--- config.mk ---
export PLATFORM = sky130hd
export DESIGN_NAME = uart_rx_ctrl
export DESIGN_NICKNAME = d
export VERILOG_FILES = /design/src/rtl/uart_rx_ctrl_pkg.sv /design/src/rtl/uart_rx_ctrl_fifo.sv /design/src/rtl/uart_rx_ctrl.sv
export SDC_FILE = /design/constraint.sdc
export NUM_CORES = 1
export LEC_CHECK = 0
export BUFFER_PORTS_ARGS = -buffer_cell sky130_fd_sc_hd__buf_2
export CORE_MARGIN = 2
export CORE_UTILIZATION = 61
export CTS_BUF_LIST = sky130_fd_sc_hd__clkbuf_8
export DETAILED_ROUTE_END_ITERATION = 16
export PLACE_DENSITY = 0.8
export SYNTH_ARGS = -nofsm -noshare
export SYNTH_HDL_FRONTEND = slang
export SYNTH_SLANG_ARGS = --single-unit
--- constraint.sdc ---
create_clock -name clk -period 5.35 [get_ports clk]
set_clock_uncertainty 0.2 [all_clocks]
set_input_delay 1.605 -clock clk [delete_from_list [all_inputs] [get_ports clk]]
set_output_delay 1.605 -clock clk [all_outputs]
set_load 0.005 [all_outputs]
--- src/rtl/uart_rx_ctrl_pkg.sv ---
// UART receive controller shared definitions.
// Holds the FSM state encoding and default parameter values.
package uart_rx_ctrl_pkg;

  typedef enum logic [1:0] {
    OFF  = 2'b00,
    SYNC = 2'b01,
    RUN  = 2'b10
  } state_t;

  localparam int DBIT_DEF       = 8;
  localparam int FIFO_W_DEF     = 4;
  localparam int DVSR_W_DEF     = 11;
  localparam int SYNC_TICKS_DEF = 16;
  localparam int TMO_TICKS_DEF  = 640;

endpackage

--- src/rtl/uart_rx_ctrl_fifo.sv ---
// rx_fifo: first-word-fall-through receive FIFO, 2**FIFO_W entries.
// Ports: clk, reset (async, active-low), wr/w_data, rd/r_data, empty, full.
module rx_fifo
  import uart_rx_ctrl_pkg::*;
#(
  parameter int DBIT   = DBIT_DEF,
  parameter int FIFO_W = FIFO_W_DEF
) (
  input  logic            clk,
  input  logic            reset,
  input  logic            wr,
  input  logic [DBIT-1:0] w_data,
  input  logic            rd,
  output logic [DBIT-1:0] r_data,
  output logic            empty,
  output logic            full
);

  logic [DBIT-1:0] mem [2**FIFO_W];
  logic [FIFO_W:0] w_ptr;
  logic [FIFO_W:0] r_ptr;
  logic            do_rd;
  logic            do_wr;

  assign empty = (w_ptr == r_ptr);
  assign full  = (w_ptr[FIFO_W] != r_ptr[FIFO_W]) &&
                 (w_ptr[FIFO_W-1:0] == r_ptr[FIFO_W-1:0]);

  // A pop frees the slot in the same cycle, so full+pop+write is legal.
  assign do_rd = rd && !empty;
  assign do_wr = wr && (!full || do_rd);

  // Empty reads as zero so r_data needs no storage reset.
  assign r_data = empty ? '0 : mem[r_ptr[FIFO_W-1:0]];

  always_ff @(posedge clk) begin
    if (do_wr) mem[w_ptr[FIFO_W-1:0]] <= w_data;
  end

  always_ff @(posedge clk or negedge reset) begin
    if (!reset) begin
      w_ptr <= '0;
      r_ptr <= '0;
    end else begin
      if (do_wr) w_ptr <= w_ptr + 1'b1;
      if (do_rd) r_ptr <= r_ptr + 1'b1;
    end
  end

endmodule

--- src/rtl/uart_rx_ctrl.sv ---
// UART receive controller: baud tick gen, line-sync FSM, rx FIFO, timeout.
// Ports: clk, reset(n), rx_en, dvsr, rx -> s_tick/rx_line/rx_rst to datapath;
// rx_done_tick/rx_dout in; rd_uart/r_data/rx_empty/rx_full/overrun/clr_err,
// timeout_tick.
module uart_rx_ctrl
  import uart_rx_ctrl_pkg::*;
#(
  parameter int DBIT       = DBIT_DEF,
  parameter int FIFO_W     = FIFO_W_DEF,
  parameter int DVSR_W     = DVSR_W_DEF,
  parameter int SYNC_TICKS = SYNC_TICKS_DEF,
  parameter int TMO_TICKS  = TMO_TICKS_DEF
) (
  input  logic              clk,
  input  logic              reset,
  input  logic              rx_en,
  input  logic [DVSR_W-1:0] dvsr,
  input  logic              rx,
  output logic              s_tick,
  output logic              rx_line,
  output logic              rx_rst,
  input  logic              rx_done_tick,
  input  logic [DBIT-1:0]   rx_dout,
  input  logic              rd_uart,
  output logic [DBIT-1:0]   r_data,
  output logic              rx_empty,
  output logic              rx_full,
  output logic              overrun,
  input  logic              clr_err,
  output logic              timeout_tick
);

  localparam int SW = $clog2(SYNC_TICKS + 1);
  localparam int TW = $clog2(TMO_TICKS + 1);
  localparam logic [SW-1:0] SYNC_LAST = SW'(SYNC_TICKS - 1);
  localparam logic [TW-1:0] TMO_LAST  = TW'(TMO_TICKS - 1);
  localparam logic [TW-1:0] TMO_MAX   = TW'(TMO_TICKS);

  state_t            state;
  state_t            state_nxt;
  logic [DVSR_W-1:0] tick_cnt;
  logic [SW-1:0]     sync_cnt;
  logic [TW-1:0]     tmo_cnt;
  logic              run;
  logic              fifo_wr;
  logic              wr_ok;
  logic              ovr_set;
  logic              tmo_inc;

  assign run = (state == RUN);

  // >= rather than == so a divisor lowered mid-count still wraps promptly.
  assign s_tick = (state != OFF) && (tick_cnt >= dvsr);

  always_ff @(posedge clk or negedge reset) begin
    if (!reset) tick_cnt <= '0;
    else if (state == OFF || s_tick) tick_cnt <= '0;
    else tick_cnt <= tick_cnt + DVSR_W'(1);
  end

  always_ff @(posedge clk or negedge reset) begin
    if (!reset) state <= OFF;
    else state <= state_nxt;
  end

  always_comb begin
    state_nxt = state;
    unique case (state)
      OFF:  if (rx_en) state_nxt = SYNC;
      SYNC: if (s_tick && rx && sync_cnt == SYNC_LAST) state_nxt = RUN;
      RUN:  state_nxt = RUN;
      default: state_nxt = OFF;
    endcase
    if (!rx_en) state_nxt = OFF;
  end

  // Consecutive idle-high ticks; a low sample restarts the count.
  always_ff @(posedge clk or negedge reset) begin
    if (!reset) sync_cnt <= '0;
    else if (state != SYNC) sync_cnt <= '0;
    else if (s_tick) sync_cnt <= rx ? sync_cnt + SW'(1) : '0;
  end

  assign rx_rst  = (state == OFF);
  assign rx_line = run ? rx : 1'b1;

  assign fifo_wr = run && rx_done_tick;
  assign ovr_set = fifo_wr && rx_full && !rd_uart;
  assign wr_ok   = fifo_wr && !ovr_set;

  rx_fifo #(
    .DBIT   (DBIT),
    .FIFO_W (FIFO_W)
  ) u_fifo (
    .clk    (clk),
    .reset  (reset),
    .wr     (fifo_wr),
    .w_data (rx_dout),
    .rd     (rd_uart),
    .r_data (r_data),
    .empty  (rx_empty),
    .full   (rx_full)
  );

  always_ff @(posedge clk or negedge reset) begin
    if (!reset) overrun <= 1'b0;
    else if (ovr_set) overrun <= 1'b1;
    else if (clr_err) overrun <= 1'b0;
  end

  assign tmo_inc = run && s_tick && !rx_empty && (tmo_cnt != TMO_MAX);

  always_ff @(posedge clk or negedge reset) begin
    if (!reset) begin
      tmo_cnt      <= '0;
      timeout_tick <= 1'b0;
    end else begin
      timeout_tick <= tmo_inc && !wr_ok && (tmo_cnt == TMO_LAST);
      if (!run || wr_ok) tmo_cnt <= '0;
      else if (tmo_inc) tmo_cnt <= tmo_cnt + TW'(1);
    end
  end

endmodule

==> results of run 1 <==
## flip-flops by register name (all words and copies together) (netlist names)
name,flops
tick_cnt,11
u_fifo.mem,128
tmo_cnt,10
timeout_tick,1
u_fifo.r_ptr,5
state,2
u_fifo.w_ptr,5
overrun,1
sync_cnt,5
## worst max-delay path: stages
cell     delay [ps]
buf_2            80
inv_1            30
ha_1            300
nand4_1         120
nor3_1          200
a21oi_1         110
a21o_1          220
inv_1            90
buf_2           110
## per-layer routing
| layer | vias to the layer above | GRT usage | wire [um] |
|---|---|---|---|
| li1 | 1871 | - | - |
| met1 | 1991 | 0.302 | 5550 |
| met2 | 147 | 0.333 | 6290 |
| met3 | 19 | 0.0508 | 811 |
| met4 | 0 | 0.0886 | 189 |
| met5 | - | 0 | 0 |
## cells in the final DEF, fill, tap and decap left out, drive strengths merged, types with 3 or more instances in the layout
cell	instances
a21oi	20
and2	8
and3	7
buf	49
bufinv	3
clkbuf	17
clkinv	7
dfrtp	40
edfxtp	128
ha	24
inv	33
mux2i	3
mux4	40
nand2	27
nand2b	5
nand3	18
nand3b	4
nand4	4
nand4b	3
nor2	32
nor3	5
o21ai	4
o31ai	5
or4	6
xnor2	13
xor2	9
## metrics by stage
stage          instances  hold slack (ps)  instance area (um2)
6_report             678              306                 8200
3_5_place_dp         646              285                 7790
2_1_floorplan        471              262                 7440
5_1_grt              678              317                 8200
3_3_place_gp         646              277                 7790
4_1_cts              678              307                 8200
## report_power, final
| part | internal [mW] | switching, mW | leakage, nW |
|---|---|---|---|
| logic | 0.544 | 0.493 | 1.10 |
| registers | 1.47 | 0.140 | 1.69 |
| clock network | 0.464 | 0.450 | 0.212 |
## worst min-delay path by stage
stage | slack, ps | cells past startpoint | startpoint | to
2_1_floorplan | 260 | 1 | u_fifo.w_ptr[4] | u_fifo.w_ptr[4]
5_1_grt | 320 | 1 | u_fifo.w_ptr[4] | u_fifo.w_ptr[4]
6_report | 310 | 1 | u_fifo.r_ptr[4] | u_fifo.r_ptr[4]
3_3_place_gp | 280 | 1 | u_fifo.w_ptr[4] | u_fifo.w_ptr[4]
4_1_cts | 310 | 1 | u_fifo.r_ptr[4] | u_fifo.r_ptr[4]
3_5_place_dp | 280 | 1 | u_fifo.r_ptr[4] | u_fifo.r_ptr[4]
## layout make-up
cell class              instances  area share
inverters                      28      0.0128
clock buffers                  17      0.0285
flip-flops and latches        168       0.591
multi-input cells             254       0.289
repair buffers                 49      0.0342
clock inverters                15      0.0215
well taps                     147      0.0224
## cells by family after synthesis
family                   synth area share
AND/OR/NAND/NOR                    0.0907
adder cells (fa/ha/maj)            0.0404
multiplexers                        0.129
XOR/XNOR                           0.0299
buffers and inverters              0.0298
AO/OA/AOI/OAI                      0.0294
flip-flops                          0.651
==> impl_metrics.tcl, run 1 <==
set metrics [dict create \
    worstHoldPathType "reg2reg" \
    slew_viol_final 0 \
    drive_gt1_frac 0.245 \
    yosys_warnings 0 \
    ys_seq_area_frac 0.651 \
    cts_num_sinks 168 \
    p_leak_nw 3.00 \
    netlist_instances 471 \
    required_ps 3550 \
    arrival_ps 2870 \
    setup_viol 0 \
    synth_edf_count 128 \
    dp_slack_ps 687 \
    cts_buffers 17 \
    fmax_mhz 214 \
    fin_util 0.685 \
    num-nets-final 568 \
    die_height_um 114 \
    grt_usage 0.216 \
    drc 0 \
    post-dp-hpwl_um 8920 \
    htree_levels 4 \
    path_class "in2out" \
    tightestPinTransition_ps 870 \
    syn-cell-area_um2 7440 \
    peakVddDrop_mv 0.281 \
    setup_ws_ps 678 \
    viasPerCell 5.94 \
    initial_core_util 0.622 \
    synthFlopType "edfxtp_1" \
    endpoint "s_tick" \
    tns_ps 0 \
    globalRouteOverflowTotal 0 \
    cts_max_path_buffers 2 \
    fillers 733 \
    post_cts_buffers 0 \
    start_kind "input port" \
    wl_um 12800 \
    clk_latency_ps 450 \
    startpoint "dvsr[10]" \
    syn_nets 521 \
    routedWlPerCell_um 18.9 \
    grt_max_degree 41 \
    end_kind "output pin" \
    core_area_um2 12000 \
    final_hold_viol_count 0 \
    final_antenna_net_count 0 \
    antenna_found_initial 0 \
    yosys.area.top_type "edfxtp_1" \
    synth_most_common_cell "edfxtp_1" \
    slew_headroom 0.420 \
    async_reset_ff_frac 0.238 \
    num_rows 40 \
    dr.first_iter.drc_count 342 \
    power.density_nw_per_um2 434 \
    synth.cells.most_frequent "edfxtp_1 (128), dfrtp_1 (40), mux4_2 (40), nor2_1 (32), inv_1 (28)" \
    cts_hold_buffers 0 \
    period_needed_ps 4670 \
    grt_pass1_wl_um 20800 \
    synth_area_leaders "edfxtp_1 (52%), dfrtp_1 (13%), mux4_2 (12%), ha_1 (4.0%), nor2_1 (1.6%)" \
    drv_cap 0 \
    fin_crit_sh 0.873 \
    rsz0062_at_grt "false" \
    crit_fanout 3 \
    regArea_um2 4850 \
    r2r_start "u_fifo.r_ptr[1]" \
    avgSynthCellArea_um2 15.8 \
    io_pins 41 \
    outcome "completed" \
    vias 4028 \
    die_w_um 114 \
    total_power_mw 3.56 \
    synth_top_area_frac 0.517 \
    gp_congestion 0.808 \
    n_antenna_cell 0 \
    drt_pass1_iterations 5 \
    clkTransAtPathRegs_ps 80 \
    synth_cell_type_count 45 \
    ys_ff_latch 168 \
    r2r_cells 7 \
    multi_input_area_um2 2370 \
    timing.reg2reg.setup_slack_ps 2240 \
    dieArea_um2 13100 \
    areaGrowthSynthToFinish_pct 10.2 \
    root_buffer "clkbuf_8" \
    r2r-end "u_fifo.mem[15][7]" \
    grt_pass1_vias 4051 \
    numPortBuffers 40 \
    cts_tree "done" \
    post_cts_resized 0 \
]
No activity file was read; power rests on OpenSTA's default activity.
==> run 2: changes to the inputs <==
--- a/config.mk
+++ b/config.mk
@@ -5,6 +5,7 @@
 export SDC_FILE = /design/constraint.sdc
 export NUM_CORES = 1
 export LEC_CHECK = 0
+export ABC_AREA = 1
 export BUFFER_PORTS_ARGS = -buffer_cell sky130_fd_sc_hd__buf_2
 export CORE_MARGIN = 2
 export CORE_UTILIZATION = 61
==> run 2 against run 1 <==
Design area is 1.4% higher; global-route usage rose by 3.3 points; routed wire length is 24% higher; critical path depth increased by 3; clock power fell by 5.7%; sequential share of layout area decreased by 0.84 points; sequential power is 4% lower; power increased by 2.3%; largest cell class unchanged.
==> impl_metrics.tcl, run 2 <==
set metrics [dict create \
    syn_nets 763 \
    power_frac_seq 0.426 \
    core_area_um2 12100 \
    synth_top_area_frac 0.503 \
    cp_slowest_cell "ha_1" \
    largest_reg_flops 128 \
    critPathMaxStageDelay_ps 280 \
    synth_edf_count 128 \
    post_cts_buffers 0 \
    htree_levels 4 \
    grt_pass1_vias 5133 \
    areaGrowthSynthToFinish_pct 8.93 \
    clkTransAtPathRegs_ps 90 \
    dr.first_iter.drc_count 530 \
    yosys_warnings 0 \
    initial_core_util 0.630 \
    setup_viol 0 \
    vias 5361 \
    post_cts_resized 0 \
    p_leak_nw 3.28 \
    root_buffer "clkbuf_8" \
    peakVddDrop_mv 0.299 \
    final_hold_viol_count 0 \
    fmax_mhz 210 \
    path_cells "buf_2 > inv_1 > ha_1 > nand2_1 > nor2_1 > nand2_1 > nor2_1 > nand2_1 > nand3_1 > nand2_1 > inv_1 > buf_2" \
    drive_gt1_frac 0.113 \
    start_kind "input port" \
    num_rows 40 \
    most-common-layout-cells "edfxtp_1 (128), nor2_1 (124), nand2_1 (95)" \
    globalRouteOverflowTotal 0 \
    crit_fanout 3 \
    swShare 0.382 \
    synth_area_leaders "edfxtp_1 (50%), dfrtp_1 (13%), nor2_1 (6.1%), nand2_1 (4.7%), o21ai_0 (4.3%)" \
    tightestPinTransition_ps 1300 \
    arrival_ps 2960 \
    ys_ff_latch 168 \
    grt_pass1_wl_um 24900 \
    slew_headroom 0.133 \
    synth_most_common_cell "edfxtp_1" \
    clk_latency_ps 450 \
    grt_usage 0.248 \
    period_needed_ps 4770 \
    power.switching_mw 1.39 \
    drv_cap 0 \
    post-dp-hpwl_um 10200 \
    synth.cells.most_frequent "edfxtp_1 (128), nor2_1 (124), nand2_1 (95), o21ai_0 (66), inv_1 (55)" \
    gp_congestion 0.863 \
    end_kind "output pin" \
    synth_cell_type_count 35 \
    drc 0 \
    layout_commonest_cell "edfxtp_1" \
    drt_pass1_iterations 5 \
    critPathTopFamily "simple AND/OR/NAND/NOR gates" \
    required_ps 3550 \
    path_class "in2out" \
    n_antenna_cell 0 \
    fin_crit_sh 0.891 \
    ys_seq_area_frac 0.634 \
    final_antenna_net_count 0 \
    wl_um 15900 \
    p_int_mw 2.25 \
    cts_tree "done" \
    cts_max_path_buffers 2 \
    crit_buf_inv 4 \
    power.share.clock 0.237 \
    avgSynthCellArea_um2 10.7 \
    syn-cell-area_um2 7640 \
    comb_power_share 0.337 \
    power.density_nw_per_um2 438 \
    cts_buffers 17 \
    die_height_um 116 \
    cts_num_sinks 168 \
    die_w_um 116 \
    cts_hold_buffers 0 \
    outcome "completed" \
    yosys.area.top_type "edfxtp_1" \
    timing.hold.ws_ps 276 \
    tns_ps 0 \
    worstHoldPathType "reg2reg" \
    viasPerCell 5.78 \
    async_reset_ff_frac 0.238 \
    dieArea_um2 13400 \
    rsz0062_at_grt "false" \
    cp_common_cell "nand2_1" \
    slew_viol_final 0 \
    io_pins 41 \
    antenna_found_initial 0 \
    numPortBuffers 40 \
    num-nets-final 798 \
    synthFlopType "edfxtp_1" \
    routedWlPerCell_um 17.2 \
    fillers 895 \
    netlist_instances 713 \
    grt_max_degree 68 \
]
run 2: cell count changes in the layout (fill, tap and decap cells not counted), moves of 8 or more:
cell      before  now
nand2_1       26   95
and2_1         8    0
a21oi_1       20    7
xnor2_1       13    3
mux4_2        40    0
inv_1         29   55
nand3_1       17   41
nor2_1        32  124
o22ai_1        0   18
o211ai_1       2   15
o21ai_0        4   66
xor2_1         5   20
run 2: final timing paths:
path                                      start               end  slack (ps)  depth (start not counted)
worst max-delay path                   dvsr[10]            s_tick         580                         12
worst min-delay path                tick_cnt[0]       tick_cnt[0]         280                          1
worst max register to register  u_fifo.r_ptr[1]  u_fifo.mem[4][5]        2240                          9
worst min register to register      tick_cnt[0]       tick_cnt[0]         280                          1
max in group asynchronous                 reset   u_fifo.r_ptr[0]        3250                          1
min in group asynchronous                 reset        tmo_cnt[7]        1080                          1
run 2: kinds of logic (layout without fill, tap and decap cells):
family	count (synthesis)	in the layout	synth area share
xor+xnor	24	24	0.0285
compound gates	117	117	0.0882
simple gates	295	295	0.164
buf+inv	85	132	0.0454
fa+ha+maj	24	24	0.0393
flops	168	168	0.634
run 2: metal layers:
metal | track usage | routed length (um) | vias up
li1 | - | - | 2539
met1 | 0.320 | 6240 | 2556
met2 | 0.415 | 8160 | 240
met3 | 0.0628 | 1280 | 26
met4 | 0.0865 | 257 | 0
met5 | 0 | 0 | -
run 2: cell type report:
cell class              instances  area [um2]  area share
inverters                      57         214      0.0257
clock inverters                14         139      0.0167
flip-flops and latches        168        4850       0.583
well taps                     168         210      0.0253
repair buffers                 44         230      0.0277
clock buffers                  17         234      0.0281
multi-input cells             460        2440       0.294
run 2: metrics by stage:
stage	instance area, um2	utilization	instances	power, mW	worst slack [ps]
floorplan	7640	-	713	2.41	957
global placement	7950	0.656	897	2.74	680
detailed placement	7950	0.656	897	2.79	594
CTS	8320	0.687	928	3.64	595
global route	8320	0.687	928	3.84	435
finish	8320	0.687	928	3.64	585
run 2: power groups by stage:
stage / clock, mW / combinational [mW] / sequential, mW
CTS: 0.872 / 1.22 / 1.55
global placement: 0 / 1.17 / 1.58
global route: 0.919 / 1.36 / 1.56
detailed placement: 0 / 1.21 / 1.58
finish: 0.862 / 1.23 / 1.55
floorplan: 0 / 0.865 / 1.55
==> run 3: changes to the inputs <==
--- a/config.mk
+++ b/config.mk
@@ -8,10 +8,11 @@
 export ABC_AREA = 1
 export BUFFER_PORTS_ARGS = -buffer_cell sky130_fd_sc_hd__buf_2
 export CORE_MARGIN = 2
-export CORE_UTILIZATION = 61
+export CORE_UTILIZATION = 38
 export CTS_BUF_LIST = sky130_fd_sc_hd__clkbuf_8
 export DETAILED_ROUTE_END_ITERATION = 16
-export PLACE_DENSITY = 0.8
+export REMOVE_ABC_BUFFERS = 1
+export SKIP_LAST_GASP = 1
 export SYNTH_ARGS = -nofsm -noshare
 export SYNTH_HDL_FRONTEND = slang
 export SYNTH_SLANG_ARGS = --single-unit
==> run 3 against run 2 <==
Via count shrank 5.2%; final cell count grew 11%; power grew 2.2%; clock power grew 9.3%; maximum frequency shrank 0.94%; sequential power is essentially flat; combinational power is essentially flat; global-route usage shrank 9.0 points; clock-buffer cell count is the same; largest power group unchanged.
==> impl_metrics.tcl, run 3 (synthesis gave the netlist of run 2 again) <==
set metrics [dict create \
    outcome "completed" \
    post-dp-hpwl_um 10200 \
    final_cell_area_um2 8480 \
    htree_levels 4 \
    globalRouteOverflowTotal 0 \
    timing.hold.ws_ps 263 \
    clk_latency_ps 450 \
    num-nets-final 798 \
    cts_tree "done" \
    initial_core_util 0.390 \
    dr.first_iter.drc_count 295 \
    gp_congestion 0.749 \
    routedWlPerCell_um 15.7 \
    most-common-layout-cells "edfxtp_1 (128), nor2_1 (124), nand2_1 (95)" \
    critPathTopFamily "flip-flops" \
    period_needed_ps 4810 \
    n_antenna_cell 0 \
    die_height_um 146 \
    layout_commonest_cell "edfxtp_1" \
    drt_pass1_iterations 5 \
    p_leak_nw 3.29 \
    worstHoldPathType "reg2reg" \
    largest_reg_flops 128 \
    start_kind "register" \
    setup_viol 0 \
    grt_usage 0.158 \
    required_ps 3550 \
    core_area_um2 19600 \
    drv_cap 0 \
    peakVddDrop_mv 0.189 \
    areaGrowthSynthToFinish_pct 11.1 \
    wl_um 16100 \
    crit_fanout 20 \
    clkTransAtPathRegs_ps 100 \
    tns_ps 0 \
    io_pins 41 \
    grt_pass1_wl_um 26200 \
    path_class "reg2out" \
    cts_max_path_buffers 2 \
    final_hold_viol_count 0 \
    power.density_nw_per_um2 439 \
    root_buffer "clkbuf_8" \
    cts_buffers 17 \
    slew_viol_final 0 \
    end_kind "output pin" \
    cp_common_cell "nand2_1" \
    post_cts_resized 0 \
    dieArea_um2 21200 \
    cp_slowest_cell "dfrtp_1" \
    critPathMaxStageDelay_ps 870 \
    cts_hold_buffers 0 \
    final_antenna_net_count 0 \
    num_rows 51 \
    grt_pass1_vias 4956 \
    arrival_ps 3010 \
    tightestPinTransition_ps 932 \
    crit_buf_inv 2 \
    post_cts_buffers 0 \
    vias 5084 \
    drive_gt1_frac 0.116 \
    fin_crit_sh 0.899 \
    dp_slack_ps 582 \
    slew_headroom 0.376 \
    viasPerCell 4.96 \
    antenna_found_initial 0 \
    die_w_um 146 \
    grt_max_degree 68 \
    drc 0 \
    dpl_cell_area_um2 8070 \
    cts_num_sinks 168 \
    setup_ws_ps 540 \
    rsz0062_at_grt "false" \
    path_cells "inv_1 > nand2_1 > nand2_1 > a21oi_4 > nand2_1 > nor2_4 > a31oi_1 > buf_2" \
    fmax_mhz 208 \
    numPortBuffers 40 \
]
## run 3: path summary, 6_finish.rpt
check	startpoint	endpoint	slack (ps)	cells past startpoint
max	u_fifo.r_ptr[1]	r_data[2]	540	8
min	tick_cnt[0]	tick_cnt[0]	260	1
max reg2reg	u_fifo.r_ptr[1]	u_fifo.mem[12][7]	1700	9
min reg2reg	tick_cnt[0]	tick_cnt[0]	260	1
max in group asynchronous	reset	u_fifo.r_ptr[0]	3230	1
min in group asynchronous	reset	tick_cnt[3]	1090	1
## run 3: routing by layer
layer / GRT usage / routed length, um
met4: 0.0495 / 289
met1: 0.215 / 7420
met5: 0 / 0
met3: 0.0367 / 801
met2: 0.253 / 7600
## run 3: stage by stage
step                 util  instances  power [mW]
floorplan               -        685        2.35
global placement    0.412        994        2.81
detailed placement  0.412        994        2.82
CTS                 0.433       1026        3.75
global route        0.433       1026        3.97
finish              0.433       1026        3.72
## run 3: where the power goes
| group | leakage (nW) | switching, mW | total (mW) | internal [mW] |
|---|---|---|---|---|
| combinational | 1.40 | 0.806 | 1.20 | 0.394 |
| clock | 0.208 | 0.507 | 0.942 | 0.435 |
| sequential | 1.69 | 0.105 | 1.58 | 1.47 |
| total | 3.29 | 1.42 | 3.72 | 2.30 |
## run 3: cell type report
class                      instances  area [um2]
inverter                          57         214
timing repair buffer              44         230
tap                              265         332
fill                            1845       11100
clock buffer                      17         234
sequential                       168        4850
multi-input combinational        460        2440
clock inverter                    15         181
